<file path="src/rtl/iob_reset_sequencer.sv">
// iob_reset_sequencer: staggered multi-channel reset release gated on synchronised ready inputs; IOB_RESET_SEQ_WATCHDOG_EN adds a WAIT_READY timeout with retry
module iob_reset_sequencer #(
  parameter int N_CH        = 3,
  parameter int N_READY     = 2,
  parameter int START       = 5,
  parameter int DURATION    = 10,
  parameter int STAGE_DELAY = 4,
  parameter int TIMEOUT     = 1000,
  parameter int CNT_W       = 16
) (
  input  logic               clk_i,
  input  logic               arst_i,
  input  logic               cke_i,
  input  logic               start_i,
  input  logic [N_READY-1:0] ready_i,
  output logic [N_CH-1:0]    rst_o,
  output logic               busy_o,
  output logic               done_o,
  output logic               timeout_o
);
  typedef enum logic [2:0] {DELAY, ASSERT, WAIT_READY, RELEASE, DONE} state_t;
  localparam logic [CNT_W-1:0] START_C = CNT_W'(START);
  localparam logic [CNT_W-1:0] DUR_C   = CNT_W'(DURATION);
  localparam logic [CNT_W-1:0] STG_C   = CNT_W'(STAGE_DELAY);
  state_t state, state_nx;
  logic [CNT_W-1:0] cnt, cnt_nx, cnt_inc;
  logic [N_CH-1:0] rst_nx;
  logic [N_READY-1:0] sync1, sync2;
  logic rdy_all, to_set;
  assign cnt_inc = cnt + 1'b1;
  assign rdy_all = &sync2;
  assign busy_o  = ~done_o;
  // next state: restart and ready loss both funnel into ASSERT; releases shift a zero in from channel 0
  always_comb begin
    state_nx = state;
    cnt_nx   = cnt_inc;
    rst_nx   = rst_o;
    to_set   = 1'b0;
    if (start_i || (!rdy_all && (state == RELEASE || state == DONE))) begin
      state_nx = ASSERT;
      cnt_nx   = '0;
      rst_nx   = '1;
    end else begin
      case (state)
        DELAY: begin
          state_nx = (cnt_inc >= START_C) ? ASSERT : DELAY;
          cnt_nx   = (cnt_inc >= START_C) ? '0 : cnt_inc;
        end
        ASSERT: begin
          state_nx = (cnt_inc >= DUR_C) ? WAIT_READY : ASSERT;
          cnt_nx   = (cnt_inc >= DUR_C) ? '0 : cnt_inc;
        end
        WAIT_READY: begin
          if (rdy_all) begin
            rst_nx   = rst_o << 1;
            state_nx = (rst_nx == '0) ? DONE : RELEASE;
            cnt_nx   = '0;
          end else begin
`ifdef IOB_RESET_SEQ_WATCHDOG_EN
            to_set   = (cnt_inc >= CNT_W'(TIMEOUT));
            state_nx = to_set ? ASSERT : WAIT_READY;
            cnt_nx   = to_set ? '0 : cnt_inc;
`else
            cnt_nx   = cnt;
`endif
          end
        end
        RELEASE: begin
          if (cnt_inc >= STG_C) begin
            rst_nx   = rst_o << 1;
            state_nx = (rst_nx == '0) ? DONE : RELEASE;
            cnt_nx   = '0;
          end
        end
        DONE: begin
          cnt_nx = cnt;
          rst_nx = '0;
        end
        default: ;
      endcase
    end
  end
  // state, counter, registered outputs and ready synchroniser, all frozen while cke_i is low
  always_ff @(posedge clk_i or posedge arst_i) begin
    if (arst_i) begin
      state  <= DELAY;
      cnt    <= '0;
      rst_o  <= '1;
      done_o <= 1'b0;
      sync1  <= '0;
      sync2  <= '0;
    end else if (cke_i) begin
      state  <= state_nx;
      cnt    <= cnt_nx;
      rst_o  <= rst_nx;
      done_o <= (state_nx == DONE);
      sync1  <= ready_i;
      sync2  <= sync1;
    end
  end
`ifdef IOB_RESET_SEQ_WATCHDOG_EN
  // sticky timeout flag, cleared only by arst_i
  always_ff @(posedge clk_i or posedge arst_i) begin
    if (arst_i) timeout_o <= 1'b0;
    else if (cke_i && to_set) timeout_o <= 1'b1;
  end
`else
  logic unused_timeout;
  assign unused_timeout = (TIMEOUT == 0) | to_set;
  assign timeout_o = 1'b0;
`endif
endmodule

</file>
<file path="config.mk">
export PLATFORM = sky130hd
export DESIGN_NAME = iob_reset_sequencer
export DESIGN_NICKNAME = d
export VERILOG_FILES = /design/src/rtl/iob_reset_sequencer.sv
export SDC_FILE = /design/constraint.sdc
export NUM_CORES = 1
export LEC_CHECK = 0
export CAP_MARGIN = 10
export CORE_ASPECT_RATIO = 0.75
export CORE_MARGIN = 2
export CORE_UTILIZATION = 45
export DETAILED_ROUTE_END_ITERATION = 7
export MAX_ROUTING_LAYER = met4
export PLACE_DENSITY_LB_ADDON = 0.3
export SYNTH_ARGS = -nofsm -noshare
export SYNTH_HDL_FRONTEND = slang
export SYNTH_SLANG_ARGS = --single-unit
</file>
<file path="constraint.sdc">
create_clock -name clk_i -period 3 [get_ports clk_i]
set_clock_uncertainty 0.1 [all_clocks]
set_input_delay 0.75 -clock clk_i [delete_from_list [all_inputs] [get_ports clk_i]]
set_output_delay 0.75 -clock clk_i [all_outputs]
set_load 0.01 [all_outputs]
</file>
# Word-level counts from Yosys, hierarchy flattened
# Index checks and enable logic that the tools add are counted.
# Widths: inputs -> output; s select.
[word_totals] register_bits=27 latchBits=0 mem_bits_rw=0 mem_bits_ro=0 out_inout_bits=6 word_cells=46 memories=0
[op_classes] n_addsub=1 n_mul=0 div=0 order_cmp=3 n_eq_ne=8 shift=0 mux=17 bitwise=1 reduce_logical=10
[ops] operator="$mux 16" count=5
[ops] operator="$pmux 16 s5" count=1
[ops] operator="$ge 16x3->1 const B" count=2
[ops] operator="$mux 3" count=7
[ops] operator="$add 16x1->16 const B" count=1
[ops] operator="$ge 16x4->1 const B" count=1
[ops] operator="$pmux 3 s4" count=1
[ops] operator="$pmux 3 s3" count=1
[ops] operator="$eq 3x2->1 const B" count=2
[ops] operator="$eq 3x3->1 const B" count=2
[ops] operator="$logic_not 3->1" count=2
[ops] operator="$reduce_and 4->1" count=1
[ops] operator="$reduce_bool 4->1" count=1
[ops] operator="$eq 3x1->1 const B" count=1
[ops] operator="$ne 3x1->1 const B" count=1
[ops] operator="$ne 3x3->1 const B" count=1
[ops] operator="$reduce_and 3->1" count=1
[ops] operator="$logic_or 1x1->1" count=2
[ops] operator="$mux 2" count=1
[ops] operator="$ne 2x1->1 const B" count=1
[ops] operator="$reduce_and 2->1" count=1
[ops] operator="$logic_and 1x1->1" count=1
[ops] operator="$logic_not 1->1" count=1
[ops] operator="$mux 1" count=1
[ops] operator="$not 1->1" count=1

# Depth between registers and ports, before layout
[depth] ltp_word=6 ltp_mapped=10 mapped_depth_nobuf=9

# Least setup slack after synthesis
# No wires, ideal clock.
[synth_path] kind="flip-flop to flip-flop" from="register cnt[0]" to="register rst_o[1]" setup_time_ns=0.082 t_arrival_ns=2.741 path_slack_ns=0.077 path_stages_with_launch=10 path_buffers=1 synth_period_minus_slack_ns=2.923 path_cell_list="dfrtp_1 -> ha_1 -> buf_2 -> and3_1 -> or4_1 -> and3_4 -> nor4_4 -> a21oi_2 -> o311a_1 -> mux2_4"
[synth_via] elab_chain_len=4
[synth_lines] element="start: declaration" line="26" rtl="logic [CNT_W-1:0] cnt, cnt_nx, cnt_inc;"
[synth_lines] element="start signal: assignment" line="94" rtl="cnt <= cnt_nx;"
[synth_lines] element="$add 16x1->16" line="30" rtl="assign cnt_inc = cnt + 1'b1;"
[synth_lines] element="$ge 16x3->1" line="69" rtl="if (cnt_inc >= STG_C) begin"
[synth_lines] element="$ne 3x1->1 (no source line)"
[synth_lines] element="$reduce_and 4->1 (no source line)"
[synth_lines] element="end signal: assignment" line="95" rtl="rst_o <= rst_nx;"
[synth_lines] element="end: declaration" line="16" rtl="output logic [N_CH-1:0] rst_o,"
# Every way passes these cells.
# A chain may end at the register's enable or synchronous reset.

# Worst setup path in the final report
[layout_path] from="register cnt[7]" to="register cnt[5]"
[layout_via] elab_chain_len=5 elab_cells_between_ends=9
[layout_lines] element="$add 16x1->16 (*)" line="30"
[layout_lines] element="$ge 16x3->1 (tied with other cells)" line="69"
[layout_lines] element="$mux 16, on equally long branches" line="69, 47, 51"
[layout_lines] element="$pmux 16 s5 (*)" line="44" rtl="case (state)"
[layout_lines] element="$mux 16 (*)" line="39" rtl="if (start_i || (!rdy_all && (state == RELEASE || state == DONE))) begin"
# Every way passes the cells marked *; elsewhere a longest branch is shown, timed or not.

==> results.md <==
- Crit share post-route: 0.928
- Syn_area_per_cell: 8.65 um^2
- # IOs: 12
- ANT cells: 0
- DIE AREA: 5260 um^2
- PortBufs: 10
- Synth Cell Area: 2110 um^2
- Gr usage total: 0.203
- Post-DP HPWL: 3650 um
- CTS Buf Count: 3
- Final setup violation count: 0
- DRC viols: 0
- Max Slew Vio Count: 0
- F_max: 0.359 GHz
- Crit start category: register
- Register area share after synthesis: 0.322
- Most frequent cells after synthesis: 24 x dfrtp_1, 24 x nor2_1, 19 x nand2_1
- CP max stage delay: 520 ps
- Worst-path clk slew: 90 ps
- FF-to-FF Start: cnt[7]
- Syn nets: 253
- Cells after Synth: 244
- #FFs+latches synth: 27
- Largest area contributor in the netlist: dfrtp_1
- Post-route ant nets: 0
- Worst Path Required: 3060 ps
- Grt ovf: 0
- Crit path launch: cnt[7]
- Dpl ws: 155 ps
- Worst path cell trace: nand4_1 > nor3_2 > mux2i_1 > nor4_4 > buf_4 > a31oi_4 > buf_4 > nor3_1 > a221o_1
- RSZ-0062 raised after global routing: no
- Max-cap violations: 0
- Avg WL per Cell: 16.3 um
- Crit Path Max Fanout: 15
- FFs w/ async S/R, synth: 1.00
- First-pass GRT wire length: 8510 um
- Die width: 83.1 um
- Initial DRC Count: 176
- GP Congestion: 0.955
- Power Density: 569 nW/um^2
- Clock sinks: 27
- Peak VDD IR: 0.000432 V
- H-tree depth: 1
- Crit-path slowest cell: dfrtp_1
- Largest net degree at the start of global routing: 28
- Fin worst setup slack: 215 ps
- YS warnings: 0
- Drt total wl: 5020 um
- Row Count: 21
- Fin. Hold Viols: 0
- CP Capture Type: register
- Worst Hold Launch: sync1[0]
- Pre-antenna DRT Iters: 4
- LEAKAGE: 0.000966 uW
- Die Y: 63.3 um
- Setup TNS Final: 0 ps
- Share of cells above drive strength 1: 0.159
- Netlist cell types: 59
- Via count: 1906
- Initial core utilization: 0.470
- Outcome: finished, final reports clean
- Post-route minimum period: 2790 ps
- CTS Root Buffer Type: clkbuf_8
- Final #Nets: 261
- Number of synthesized flops with an enable pin: 0
- Commonest register cell after synthesis: dfrtp_1
- Clk Latency, worst-skew pair: 270 ps
- Setup CP Type: reg2reg
- Area Growth Syn to Fin: 11.0%
- CP dominant cell by count: buf_4
- Vias/cell: 6.19
- Initial antenna violation count: 0
- Clock buffer depth: 2
- CTS tree: done
- Hold Path Class: reg2reg
- Core Region: 4490 um^2
- Via count of the first global-routing pass: 1738
- Family with the most delay on the worst path: simple AND/OR/NAND/NOR gates
- Critical path buffers and inverters: 2
- Arrival time worst endpoint: 2850 ps
- Synth area leaders: dfrtp_1 28%, nor2_1 4.3%, o31ai_1 3.9%, dfstp_2 3.7%, nand2_1 3.4%
- Top-area cell type share of the netlist area: 0.285
metal layers:
metal / GRT usage / vias up / part of all wire
met5: - / - / 0
met1: 0.317 / 893 / 0.52
li1: - / 931 / -
met2: 0.268 / 80 / 0.41
met3: 0.0393 / 2 / 0.071
met4: 0.0369 / 0 / 0.0028
stage by stage:
| stage | total power (uW) | hold slack [ps] | cell area [um^2] | instances | util |
|---|---|---|---|---|---|
| CTS | 1300 | 413 | 2310 | 307 | 0.515 |
| detailed placement | 1090 | 391 | 2270 | 303 | 0.505 |
| global placement | 1080 | 388 | 2270 | 303 | 0.505 |
| global route | 1420 | 421 | 2340 | 308 | 0.521 |
| floorplan | 927 | 375 | 2110 | 244 | - |
| finish | 1330 | 414 | 2340 | 308 | 0.521 |
power by group:
part | internal, uW | total (uW) | switching, uW
registers | 422 | 497 | 75.4
clock network | 95.2 | 211 | 116
logic | 277 | 626 | 349
total | 794 | 1330 | 539
state kept, by name, summed over array words and instances, names as in the netlist:
| signal | count |
|---|---|
| rst_o | 3 |
| cnt | 16 |
| sync1 | 2 |
| done_o | 1 |
| state | 3 |
| sync2 | 2 |
timing repair:
action                                  CTS  global route
endpoints found under the setup margin    0            14
hold buffers                              0             0
setup buffers                             0             1
resized for setup                         0             2
hold endpoints to repair                  0             0
worst register-to-register path, stage by stage, from the launching register on:
cell,delay (ps)
dfrtp_1,520
nand4_1,280
nor3_2,320
mux2i_1,370
nor4_4,90
buf_4,180
a31oi_4,200
buf_4,260
nor3_1,80
a221o_1,280
layout make-up:
class	count	area, um^2
Sequential cell	27	681
Timing Repair Buffer	24	218
Inverter	9	33.8
Multi-Input combinational cell	187	1290
Fill cell	421	2150
Tap cell	57	71.3
Clock buffer	4	45.0
layout by cell type, fill, tap and decap left out, drive strengths merged, types with 8 or more instances in the layout:
cell type,instances
a21oi,12
buf,14
clkdlybuf4s50,10
dfrtp,24
inv,9
mux2,8
nand2,19
nand3,12
nand4,8
nor2,24
nor3,13
o31ai,12
cells by family (layout without fill, tap and decap cells):
kind of cell,Yosys count,in the layout,synth area share
other cells,1,1,0.00178
fa+ha+maj,3,3,0.0178
flops,27,27,0.322
xor+xnor,3,3,0.0125
compound gates,73,73,0.266
buf+inv,30,37,0.0688
mux,10,10,0.0557
simple gates,97,97,0.255
final timing paths:
kind                            depth (start not counted)  slack (ps)        to
worst max-delay path                                    9         210    cnt[5]
worst min-delay path                                    1         410  sync1[0]
worst max register to register                          9         210    cnt[5]
worst min register to register                          1         410  sync1[0]
max in group asynchronous                               3        1740  rst_o[2]
min in group asynchronous                               3         750  sync1[0]
(Power assumes the default switching activity.)
